## src/rtl/led_ctrl_pkg.sv

```systemverilog
// led_chain_controller shared definitions:
// opcodes, shift FSM state encodings, instruction fields.
package led_ctrl_pkg;

  localparam int OP_HI  = 7;
  localparam int OP_LO  = 3;
  localparam int ARG_HI = 2;
  localparam int ARG_LO = 0;

  typedef enum logic [4:0] {
    OP_NOP     = 5'b00000,
    OP_SET_CH  = 5'b00001,
    OP_SET_ALL = 5'b00010,
    OP_CLEAR   = 5'b00011,
    OP_SHIFT   = 5'b00100,
    OP_GS_EN   = 5'b01000
  } opcode_e;

  typedef enum logic [3:0] {
    ST_IDLE    = 4'd0,
    ST_LOAD    = 4'd1,
    ST_SCLK_LO = 4'd2,
    ST_SCLK_HI = 4'd3,
    ST_LATCH   = 4'd4
  } state_e;

endpackage

```

## src/rtl/led_gs_timer.sv

```systemverilog
// Grayscale PWM timer: gsclk toggles each cycle for 2^GS_W
// rising edges, then blank=1 / gsclk=0 for 2 cycles. Ports: clk, rst_n, gs_en, gsclk, blank.
module led_gs_timer #(
  parameter int GS_W = 12
) (
  input  logic clk,
  input  logic rst_n,
  input  logic gs_en,
  output logic gsclk,
  output logic blank
);

  localparam int ACT  = 2 * (2 ** GS_W);
  localparam int LAST = ACT + 1;
  localparam int PW   = GS_W + 2;

  // ph counts clk cycles within one PWM period;
  // rising edges of gsclk sit on the even phases below ACT.
  logic [PW-1:0] ph;
  logic [PW-1:0] ph_nxt;
  logic          run;

  always_comb begin
    ph_nxt = '0;
    if (run && ph != PW'(LAST))
      ph_nxt = ph + PW'(1);
  end

  always_ff @(posedge clk or negedge rst_n) begin
    if (!rst_n) begin
      run   <= 1'b0;
      ph    <= '0;
      gsclk <= 1'b0;
      blank <= 1'b1;
    end else if (!gs_en) begin
      run   <= 1'b0;
      ph    <= '0;
      gsclk <= 1'b0;
      blank <= 1'b1;
    end else begin
      run   <= 1'b1;
      ph    <= ph_nxt;
      gsclk <= (ph_nxt < PW'(ACT)) && !ph_nxt[0];
      blank <= ph_nxt >= PW'(ACT);
    end
  end

endmodule

```

## src/rtl/led_chain_controller.sv

```systemverilog
// LED chain controller: grayscale register file, serial shift-out
// FSM (serial/sclk/lat), instruction handshake, GS PWM timer.
module led_chain_controller
  import led_ctrl_pkg::*;
#(
  parameter int N_CH     = 16,
  parameter int GS_W     = 12,
  parameter int SCLK_DIV = 2,
  localparam int AW = (N_CH > 1) ? $clog2(N_CH) : 1
) (
  input  logic            clk,
  input  logic            rst_n,
  input  logic [7:0]      instruction,
  input  logic            instr_valid,
  output logic            instr_ready,
  input  logic [AW-1:0]   ch_addr,
  input  logic [GS_W-1:0] wr_data,
  output logic            serial,
  output logic            sclk,
  output logic            lat,
  output logic            gsclk,
  output logic            blank,
  output logic [3:0]      state
);

  localparam int TOT = N_CH * GS_W;
  localparam int DW  = (SCLK_DIV > 1) ? $clog2(SCLK_DIV) : 1;
  localparam int BW  = (TOT > 1) ? $clog2(TOT) : 1;

  logic [GS_W-1:0] regs [N_CH];
  logic [TOT-1:0]  flat;
  logic [TOT-1:0]  sh;
  logic [TOT-1:0]  sh_nxt;
  logic [DW-1:0]   dcnt;
  logic [BW-1:0]   bcnt;
  logic            gs_en;
  logic            ch_ok;
  logic            div_done;
  logic [4:0]      op;
  logic [2:0]      arg;
  logic            unused_arg;
  state_e          st;

  assign op          = instruction[OP_HI:OP_LO];
  assign arg         = instruction[ARG_HI:ARG_LO];
  assign unused_arg  = ^arg[ARG_HI:1];
  assign instr_ready = (st == ST_IDLE);
  assign state       = st;
  assign ch_ok       = 32'(ch_addr) < N_CH;
  assign div_done    = dcnt == DW'(SCLK_DIV - 1);
  assign sh_nxt      = sh << 1;

  // Highest channel lands in the top bits, so it leaves first.
  always_comb begin
    flat = '0;
    for (int c = 0; c < N_CH; c++)
      flat[c*GS_W +: GS_W] = regs[c];
  end

  always_ff @(posedge clk or negedge rst_n) begin
    if (!rst_n) begin
      for (int c = 0; c < N_CH; c++)
        regs[c] <= '0;
      st     <= ST_IDLE;
      sh     <= '0;
      dcnt   <= '0;
      bcnt   <= '0;
      gs_en  <= 1'b0;
      serial <= 1'b0;
      sclk   <= 1'b0;
      lat    <= 1'b0;
    end else begin
      unique case (st)
        ST_IDLE: begin
          if (instr_valid) begin
            unique case (1'b1)
              op == OP_SET_CH: begin
                if (ch_ok)
                  regs[ch_addr] <= wr_data;
              end
              op == OP_SET_ALL: begin
                for (int c = 0; c < N_CH; c++)
                  regs[c] <= wr_data;
              end
              op == OP_CLEAR: begin
                for (int c = 0; c < N_CH; c++)
                  regs[c] <= '0;
              end
              op == OP_GS_EN: gs_en <= arg[0];
              op == OP_SHIFT: st <= ST_LOAD;
              default: ;
            endcase
          end
        end
        ST_LOAD: begin
          sh     <= flat;
          serial <= flat[TOT-1];
          sclk   <= 1'b0;
          dcnt   <= '0;
          bcnt   <= '0;
          st     <= ST_SCLK_LO;
        end
        ST_SCLK_LO: begin
          if (div_done) begin
            dcnt <= '0;
            sclk <= 1'b1;
            st   <= ST_SCLK_HI;
          end else begin
            dcnt <= dcnt + DW'(1);
          end
        end
        ST_SCLK_HI: begin
          if (div_done) begin
            dcnt <= '0;
            sclk <= 1'b0;
            if (bcnt == BW'(TOT - 1)) begin
              serial <= 1'b0;
              lat    <= 1'b1;
              st     <= ST_LATCH;
            end else begin
              // Next bit changes with the sclk fall.
              bcnt   <= bcnt + BW'(1);
              sh     <= sh_nxt;
              serial <= sh_nxt[TOT-1];
              st     <= ST_SCLK_LO;
            end
          end else begin
            dcnt <= dcnt + DW'(1);
          end
        end
        ST_LATCH: begin
          lat    <= 1'b0;
          serial <= 1'b0;
          st     <= ST_IDLE;
        end
        default: st <= ST_IDLE;
      endcase
    end
  end

  led_gs_timer #(
    .GS_W (GS_W)
  ) u_gs (
    .clk   (clk),
    .rst_n (rst_n),
    .gs_en (gs_en),
    .gsclk (gsclk),
    .blank (blank)
  );

endmodule

```

## config.mk

```make
export PLATFORM = sky130hd
export DESIGN_NAME = led_chain_controller
export DESIGN_NICKNAME = d
export VERILOG_FILES = /design/src/rtl/led_ctrl_pkg.sv /design/src/rtl/led_gs_timer.sv /design/src/rtl/led_chain_controller.sv
export SDC_FILE = /design/constraint.sdc
export NUM_CORES = 1
export LEC_CHECK = 0
export ABC_AREA = 0
export CORE_UTILIZATION = 33
export DETAILED_ROUTE_END_ITERATION = 10
export GPL_ROUTABILITY_DRIVEN = 1
export GPL_TIMING_DRIVEN = 0
export MAX_ROUTING_LAYER = met4
export PLACE_DENSITY = 0.54
export SKIP_CTS_REPAIR_TIMING = 1
export SYNTH_ARGS = -nofsm -noshare
export SYNTH_HDL_FRONTEND = slang
export SYNTH_HIERARCHICAL = 1
export SYNTH_SLANG_ARGS = --single-unit
export TNS_END_PERCENT = 100
```

## constraint.sdc

```tcl
create_clock -name clk -period 2.6 [get_ports clk]
set_input_delay 0.52 -clock clk [delete_from_list [all_inputs] [get_ports clk]]
set_output_delay 0.52 -clock clk [all_outputs]
set_load 0.05 [all_outputs]
```

After elaboration in Yosys (flattened, before gate mapping)
Cells that the tools add are included.
- flip-flop bits (word level): 417
- logic and storage cells: 104
- add/sub/neg operators: 3
- magnitude comparators: 4
- equality and inequality tests: 17
- multiplexer cells: 32
- bitwise gates (word level): 1
- reductions and logical operators: 19
- operators with widths (kind ; count):
    192-bit one-hot mux with 3 select lines ; 1
    191-bit two-way mux ; 2
    191-bit one-hot mux with 2 select lines ; 1
    192-bit bitwise mux ; 1
    12-bit demux with 4-bit select ; 1
    14-bit two-way mux ; 2
    4-bit two-way mux ; 4
    8-bit two-way mux ; 2
    4-bit one-hot mux with 4 select lines ; 1
    8-bit one-hot mux with 2 select lines ; 1
    3-bit AND reduction ; 5
    14-bit by 1-bit adder with 14-bit output, second input constant ; 1
    14-bit greater-or-equal comparator, second input constant ; 1
    14-bit less-than comparator, second input constant ; 1
    14-bit inequality test, second input constant ; 1
    12-bit two-way mux ; 1
    5-bit by 2-bit == test with 1-bit output, second input constant ; 2
    1-bit two-way mux ; 10
    2-bit inequality test, second input constant ; 5
    3-bit nonzero test ; 3
    8-bit by 1-bit adder with 8-bit output, second input constant ; 1
    4-bit by 2-bit == test with 1-bit output, second input constant ; 2
    8-bit == test, second input constant ; 1
    1-bit one-hot mux with 3 select lines ; 2
    19 further kinds ; 24

Longest topological paths before layout
Gate-level depths: netlist (run 1).
- depth in word-level cells: 7
- depth in mapped cells: 8
- depth with buffers taken out: 6

By module
The synthesis (run 1) kept the hierarchy.
- by module, submodules not included (module ; instances ; cells each ; area each (µm²) ; sequential area each (µm²)):
    led_chain_controller ; 1 ; 1635 ; 18865.6 ; 9984.6
    led_gs_timer ; 1 ; 82 ; 842.1 ; 426.7

Worst setup path after synthesis (run 1)
Ideal clock, no wire load.
- path kind: reg-to-reg
- start: reg st[0], in the netlist state[0]
- end: reg sh[100]
- library setup time: 125 ps
- arrival: 2365 ps
- data required time: 2475 ps
- slack: 111 ps
- stages on the path, launching flop included: 8
- buffers on the path: 3
- clock period less this slack: 2489 ps
- path through: dfrtp_1 -> buf_2 -> nand2b_1 -> nor2_1 -> clkbuf_1 -> clkbuf_1 -> mux2_2 -> mux2_2
- longest elaborated chain between the ends: 3
- elaborated cells on any way between the ends: 7
- those cells by class: eq/ne: 4; mux: 1; reduce/logical: 2
- RTL lines (item ; RTL line ; text):
    from (decl) ; led_chain_controller.sv:42 ; state_e st;
    from (signal assigned) ; led_chain_controller.sv:64 ; st <= ST_IDLE;
    from (signal assigned) ; led_chain_controller.sv:90 ; op == OP_SHIFT: st <= ST_LOAD;
    from (signal assigned) ; led_chain_controller.sv:101 ; st <= ST_SCLK_LO;
    4-bit by 2-bit == test with 1-bit output / 4-bit by 1-bit == test with 1-bit output (equally long branches) ; led_chain_controller.sv:73 ; unique case (st)
    2-bit inequality test (no source line) / 2-bit nonzero test (equally long branches) ; -- ;
    3-bit AND reduction (no source line) ; -- ;
    to (signal assigned) ; led_chain_controller.sv:96 ; sh <= flat;
    to (signal assigned) ; led_chain_controller.sv:123 ; sh <= sh_nxt;
    to (decl) ; led_chain_controller.sv:32 ; logic [TOT-1:0] sh;
Parallel ways exist; a longest one is shown, timed or not.
A chain may end at the register's enable or synchronous reset.

==> summary.log, run 1 <==
qor: critical_path.worst_path_largest_cell_delay 590 ps
qor: clock_network.clock_latency_on_the_worst_skew_pair 590 ps
qor: critical_path.startpoint_type primary input
qor: yosys.share_of_flip_flops_with_an_asynchronous_set_or_reset_after_synthesis 100%
qor: route.routed-via-count 13400
qor: timing.final-hold-violation-count 1
qor: finish.layout.core_utilization 38.6%
qor: die.ios 37
qor: run_status.outcome finished, violations left
qor: finish.final_net_count 1837
qor: yosys.post_synth_xor_area_fraction 0.533%
qor: timing.max-slew-margin-rel 18.5%
qor: finish.final_cell_area 22800 um2
qor: timing.timing.clock.skew 22.0 ps
qor: critical_path.critical_path_peak_fanout 10
qor: power_and_ir_drop.netSwitchingFraction 29.3%
qor: global_routing.via_count_of_the_first_global_routing_pass 13600
qor: placement.dp_hpwl 31.3 mm
qor: global_routing.grt_use_total 16.8%
qor: power_and_ir_drop.combinationalPowerShare 26.1%
qor: die.initial_utilization 33.4%
qor: hold_path.hold_path.class in2async
qor: yosys.yosys.area.top_type_share 52.7%
qor: critical_path.critical_path_arrival 3040 ps
qor: yosys.yosys.cell_types.count 59
qor: timing.slew_viol_final 0
qor: finish.regArea 10400 um2
qor: timing.worst_slew_pin_slew 1220 ps
qor: die.die_height 246 um
qor: timing.timing.final.setup_violations 0
qor: finish.n_fill_cell 5750
qor: global_routing.grt_antenna_before_repair 6
qor: power_and_ir_drop.worst_ir_drop_vdd 0.000531 V
qor: power_and_ir_drop.seqPwrFrac 41.5%
qor: yosys.synth_compound_area_share 13.5%
qor: power_and_ir_drop.power-per-cell-area 882 nW/um2
qor: die.die_area 60700 um2
qor: clock_network.cts_max_path_buffers 3
qor: critical_path.path_cells clkdlybuf4s50_1 > or4b_1 > buf_6 > buf_6 > a2111oi_4 > buf_6 > nor2_1 > a21oi_2
qor: critical_path.cp.required 3100 ps
qor: die.die_w 246 um
qor: yosys.ys_dominant_reg_cell dfrtp_1
qor: clock_network.cts_root_buf clkbuf_16
qor: timing.fin_crit_sh 97.8%
qor: critical_path.worst_path_dominant_cell_family buffers and inverters
qor: power_and_ir_drop.share_clk_of_total_power 32.3%
qor: yosys.synth-seq-cells 416
qor: die.placeableCoreArea 59000 um2
qor: yosys.register_area_share_after_synthesis 52.8%
qor: yosys.combinational_family_with_the_most_area_after_synthesis multiplexers
qor: global_routing.first_pass_grt_wire_length 77.5 mm
qor: critical_path.critical-path-top-cell-by-count buf_6
qor: yosys.yosys.area_share.simple 7.26%
qor: route.drt_wl_total 48.4 mm
qor: global_routing.globalRoute.totalOverflow 0
qor: yosys.synth-edff-count 0
qor: global_routing.grt_start_max_net_pins 120
qor: yosys.yosys_warnings 6
qor: route.drc 0
qor: yosys.yosys-mux-area-fraction 21.9%
qor: timing.finalWorstPathRequiredPeriod 2540 ps
qor: placement.dpl_cell_area 21100 um2
qor: clock_network.cts.reportedPaths.clkPinSlew 60 ps
qor: critical_path.worst-setup-path-type in2reg
qor: critical_path.type_of_destination_of_the_critical_path flip-flop
qor: power_and_ir_drop.total_leakage_power 10.3 nW
qor: run_status.failing_checks hold timing
qor: power_and_ir_drop.report.power.total 20.1 mW
qor: yosys.adder_cell_fraction_of_synth_area 0.190%
qor: finish.multi_input_area 8580 um2
qor: finish.final_cell_count_no_fill 2621
qor: timing.setup_repair_after_global_routing_missed_its_margin true
qor: power_and_ir_drop.internal_power_of_the_cells 14.2 mW
qor: placement.numPortBuffers 33
qor: route.viasPerCell 5.12
qor: route.wl_per_cell 18.5 um
qor: timing.hold_ws -3.62 ps
qor: yosys.syn_area 19700 um2
qor: yosys.largest_area_contributor_in_the_netlist dfrtp_1
qor: yosys.avgSynthCellArea 11.5 um2
qor: die.rows 89
qor: route.ant_nets_after_route 0
qor: clock_network.number_of_buffers_created_by_cts 47
qor: job.max-cap-violations 0
qor: clock_network.tritoncts built
qor: yosys.synth_nets 1747
qor: yosys.netlist_top_cells_area dfrtp_1 (53%), mux2_2 (22%), o21ai_0 (5.9%), nor2_1 (3.2%), a21oi_1 (2.5%)
qor: clock_network.htree_levels 2
qor: finish.syn2layout_area_growth 15.5%
qor: placement.place.gp.congestion 0.803
qor: route.drt_iter0_drc 1016
qor: critical_path.cpMaxStageDelayCell or4b_1
qor: placement.numPlacedInstances 2526
qor: clock_network.clk_sinks 416
qor: yosys.synthCells 1717
qor: finish.layout-drive-gt1-share 32.9%
qor: critical_path.critical_path.n_buffers_inverters 4
qor: timing.maxClockFrequency 393 MHz
qor: power_and_ir_drop.p_switching 5.88 mW
qor: route.drtPass1Iterations 5
## placed cells by master, fill, tap and decap left out, types with 8 or more instances in the layout
cell type,n
o21ai_1,30
clkbuf_2,29
and2_1,9
dfrtp_1,415
a21oi_2,40
a21oi_1,100
clkbuf_4,12
mux2_2,379
inv_1,8
buf_4,12
clkbuf_16,48
nand2_1,77
o21ai_0,234
buf_2,26
xor2_1,10
clkbuf_1,70
buf_6,14
clkdlybuf4s50_1,31
nand4_1,9
a2111oi_4,11
nor2_1,167
## layer usage
metal | routed length, um | share of wire [%] | global-route usage, %
met5 | 0 | 0 | -
met4 | 1090 | 2.3 | 5.17
met3 | 2600 | 5.4 | 2.84
met2 | 21500 | 44 | 24.9
met1 | 23200 | 48 | 23.3
## final timing paths
| kind | startpoint | to | slack (ps) | cells after the start |
|---|---|---|---|---|
| worst max-delay path | instruction[6] | flip-flop | 60 | 8 |
| worst min-delay path | rst_n | u_gs/ph[3] | -4 | 1 |
| worst max register to register | bcnt[0] | sh[149] | 140 | 8 |
| worst min register to register | flip-flop | flip-flop | 480 | 2 |
| max in group asynchronous | rst_n | sh[41] | 1440 | 2 |
| min in group clk | flip-flop | flip-flop | 480 | 2 |
## logic make-up after synthesis
logic type | count (synthesis)
compound gates | 437
flops | 416
mux | 384
simple gates | 312
buf+inv | 152
xor+xnor | 12
fa+ha+maj | 3
other cells | 1
## power groups by stage
stage	Sequential [mW]	Combinational [mW]	Clock, mW
global route	8.50	5.72	6.93
CTS	8.34	5.24	6.68
finish	8.34	5.24	6.49
floorplan	8.31	3.92	0
detailed placement	8.44	5.23	0
global placement	8.43	5.12	0
## synthesized netlist by cell type, types with 5 or more instances
cell / instances
clkbuf_1: 86
o2111ai_1: 6
a21oi_1: 100
buf_1: 6
inv_1: 8
o21ai_1: 30
nand3_1: 7
o21ai_0: 234
xor2_1: 10
a21oi_2: 40
nand4bb_1: 5
nor2_1: 168
and3_1: 5
and4b_1: 5
nand2_1: 77
buf_4: 6
mux2_2: 379
and2_1: 9
nand4_1: 9
dfrtp_1: 415
buf_6: 14
buf_2: 31
a2111oi_4: 11
mux2i_1: 5
## per-stage QoR
stage | setup slack [ps] | TNS, ps
after floorplan | 111 | 0
after global placement | -17650 | -7570840
after detailed placement | -899 | -199470
after CTS | -846 | -100620
after global routing | -59.5 | -1530
final | 58.1 | 0
## layout make-up
| class | count | share of cell area [%] |
|---|---|---|
| Clock buffer | 74 | 6.01 |
| Sequential cell | 416 | 45.7 |
| Clock inverter | 12 | 0.566 |
| Timing Repair Buffer | 41 | 2.02 |
| Multi-Input combinational cell | 1149 | 37.7 |
| Inverter | 9 | 0.181 |
| Buffer | 143 | 3.51 |
| Tap cell | 773 | 4.25 |
| Antenna cell | 4 | 0.0440 |
Power figures use the tool's default switching activity.
==> run 2: changes to the inputs <==
CORE_ASPECT_RATIO = 1.75   (was not set)
==> summary.log, run 2 (synthesis results as in run 1) <==
qor: global_routing.first_pass_grt_wire_length 79.3 mm
qor: finish.mostFrequentLayoutCells dfrtp_1 (415), mux2_2 (379), o21ai_0 (234), nor2_1 (166), a21oi_1 (100)
qor: critical_path.worst_path_dominant_cell_family buffers and inverters
qor: power_and_ir_drop.total_leakage_power 10.2 nW
qor: global_routing.via_count_of_the_first_global_routing_pass 14000
qor: power_and_ir_drop.worst_ir_drop_vdd 0.000500 V
qor: route.drtPass1Iterations 5
qor: timing.final-hold-violation-count 0
qor: route.drt_wl_total 49.8 mm
qor: critical_path.critical_path.n_buffers_inverters 4
qor: finish.final_net_count 1833
qor: critical_path.cpMaxStageDelayCell or3_4
qor: timing.maxClockFrequency 396 MHz
qor: timing.slew_viol_final 0
qor: timing.timing.clock.skew 20.4 ps
qor: global_routing.grt_start_max_net_pins 105
qor: clock_network.htree_levels 2
qor: finish.final_cell_count_no_fill 2614
qor: die.die_w 187 um
qor: placement.place.gp.congestion 0.809
qor: job.max-cap-violations 0
qor: die.die_height 325 um
qor: timing.fin_crit_sh 97.2%
qor: die.die_area 60700 um2
qor: critical_path.startpoint_type flip-flop
qor: timing.fin_tns_setup 0 ps
qor: finish.final_cell_area 22600 um2
qor: critical_path.worst_path_largest_cell_delay 440 ps
qor: clock_network.cts.reportedPaths.clkPinSlew 70 ps
qor: placement.dpl_cell_area 21100 um2
qor: critical_path.worst-setup-path-type reg2out
qor: critical_path.crit-reg2reg-capture sh[135]
qor: critical_path.critical_path_peak_fanout 10
qor: critical_path.critical_path_arrival 2010 ps
qor: clock_network.number_of_buffers_created_by_cts 39
qor: critical_path.setup.reg_to_reg.worst_slack 110 ps
qor: clock_network.cts_root_buf clkbuf_16
qor: critical_path.critPathLaunch state[0]
qor: clock_network.clock_latency_on_the_worst_skew_pair 550 ps
qor: hold_path.worst_hold_path_cell_count 2
qor: route.drt_iter0_drc 661
qor: power_and_ir_drop.report.power.total 19.6 mW
qor: clock_network.clk_sinks 416
qor: timing.worst_slew_pin_slew 1160 ps
qor: timing.max-slew-margin-rel 22.8%
qor: clock_network.tritoncts built
qor: timing.hold_ws 478 ps
qor: placement.dp_hpwl 34.3 mm
qor: die.initial_utilization 33.4%
qor: global_routing.grt_use_total 17.0%
qor: global_routing.globalRoute.totalOverflow 0
qor: critical_path.critical_path.reg2reg.startpoint bcnt[0]
qor: placement.numPortBuffers 33
qor: timing.finalWorstPathRequiredPeriod 2530 ps
qor: clock_network.cts_max_path_buffers 3
qor: critical_path.type_of_destination_of_the_critical_path output port
qor: critical_path.path_cells buf_2 > or3_4 > buf_8 > inv_6 > buf_6
qor: placement.numPlacedInstances 2535
qor: hold_path.hold_path.class reg2reg
qor: route.viasPerCell 5.09
qor: finish.layout-drive-gt1-share 33.1%
qor: global_routing.grt_antenna_before_repair 1
qor: route.drc 0
qor: timing.timing.final.setup_violations 0
qor: critical_path.cp.required 2080 ps
qor: die.ios 37
qor: route.wl_per_cell 19.0 um
qor: route.routed-via-count 13300
qor: route.ant_nets_after_route 0
qor: power_and_ir_drop.power-per-cell-area 865 nW/um2
qor: die.rows 118
qor: die.placeableCoreArea 59100 um2
qor: critical_path.r2r.worst_path.cells 8
qor: finish.final_common_cell dfrtp_1
qor: run_status.outcome complete, no violations
qor: finish.syn2layout_area_growth 14.8%
==> run 2: cell types whose count changed in the layout (fill, tap and decap cells not counted), moves of 2 or more <==
cell       delta
buf_2         -4
clkbuf_1     -11
bufinv_16     +2
clkbuf_16     -9
buf_4         +2
inv_6         +3
diode_2       -3
clkbuf_4      +4
clkbuf_2      +2
==> run 2: worst max-delay path by stage <==
stage                              to  slack (ps)  depth (start not counted)
after detailed placement    flip-flop        -940                          8
after global placement         sh[30]      -17610                          1
final                     instr_ready          70                          5
after CTS                     sh[135]        -860                          8
after global routing          sh[103]         -20                          8
after floorplan               sh[100]         110                          7
==> run 2: report_power, final <==
part | total (mW) | switching (mW) | internal, mW
clock | 5.93 | 2.54 | 3.39
combinational | 5.29 | 2.59 | 2.69
sequential | 8.35 | 0.652 | 7.69
==> run 2: layout make-up <==
cell class,count,area [um2]
fillers,5742,36400
flip-flops and latches,416,10400
multi-input cells,1149,8580
clock buffers,56,1110
well taps,780,976
plain buffers,143,806
repair buffers,45,509
clock inverters,15,193
inverters,9,38.8
diodes,1,2.50
==> run 2: through the flow <==
step                      setup slack, ps  utilization [%]
after floorplan                       111                -
final                                72.0             38.3
after CTS                            -858             38.0
after detailed placement             -940             35.8
after global routing                -20.3             38.3
after global placement             -17610             35.6
==> run 2: worst register-to-register path, cell delays in order (launching register included) <==
cell and delay, ps:
dfrtp_1 430, ha_1 260, nand3_1 110, o21ai_0 160, a21oi_1 180, clkbuf_4 280
buf_4 310, clkbuf_4 290, mux2_2 360
==> run 2: metal layers <==
metal	share of wire (%)	up-vias	track usage (%)	wire, um
met5	0	-	-	0
met3	3.0	77	1.74	1470
li1	-	6253	-	-
met2	55	230	31.9	27300
met1	39	6758	18.3	19400
met4	3.2	0	6.36	1590
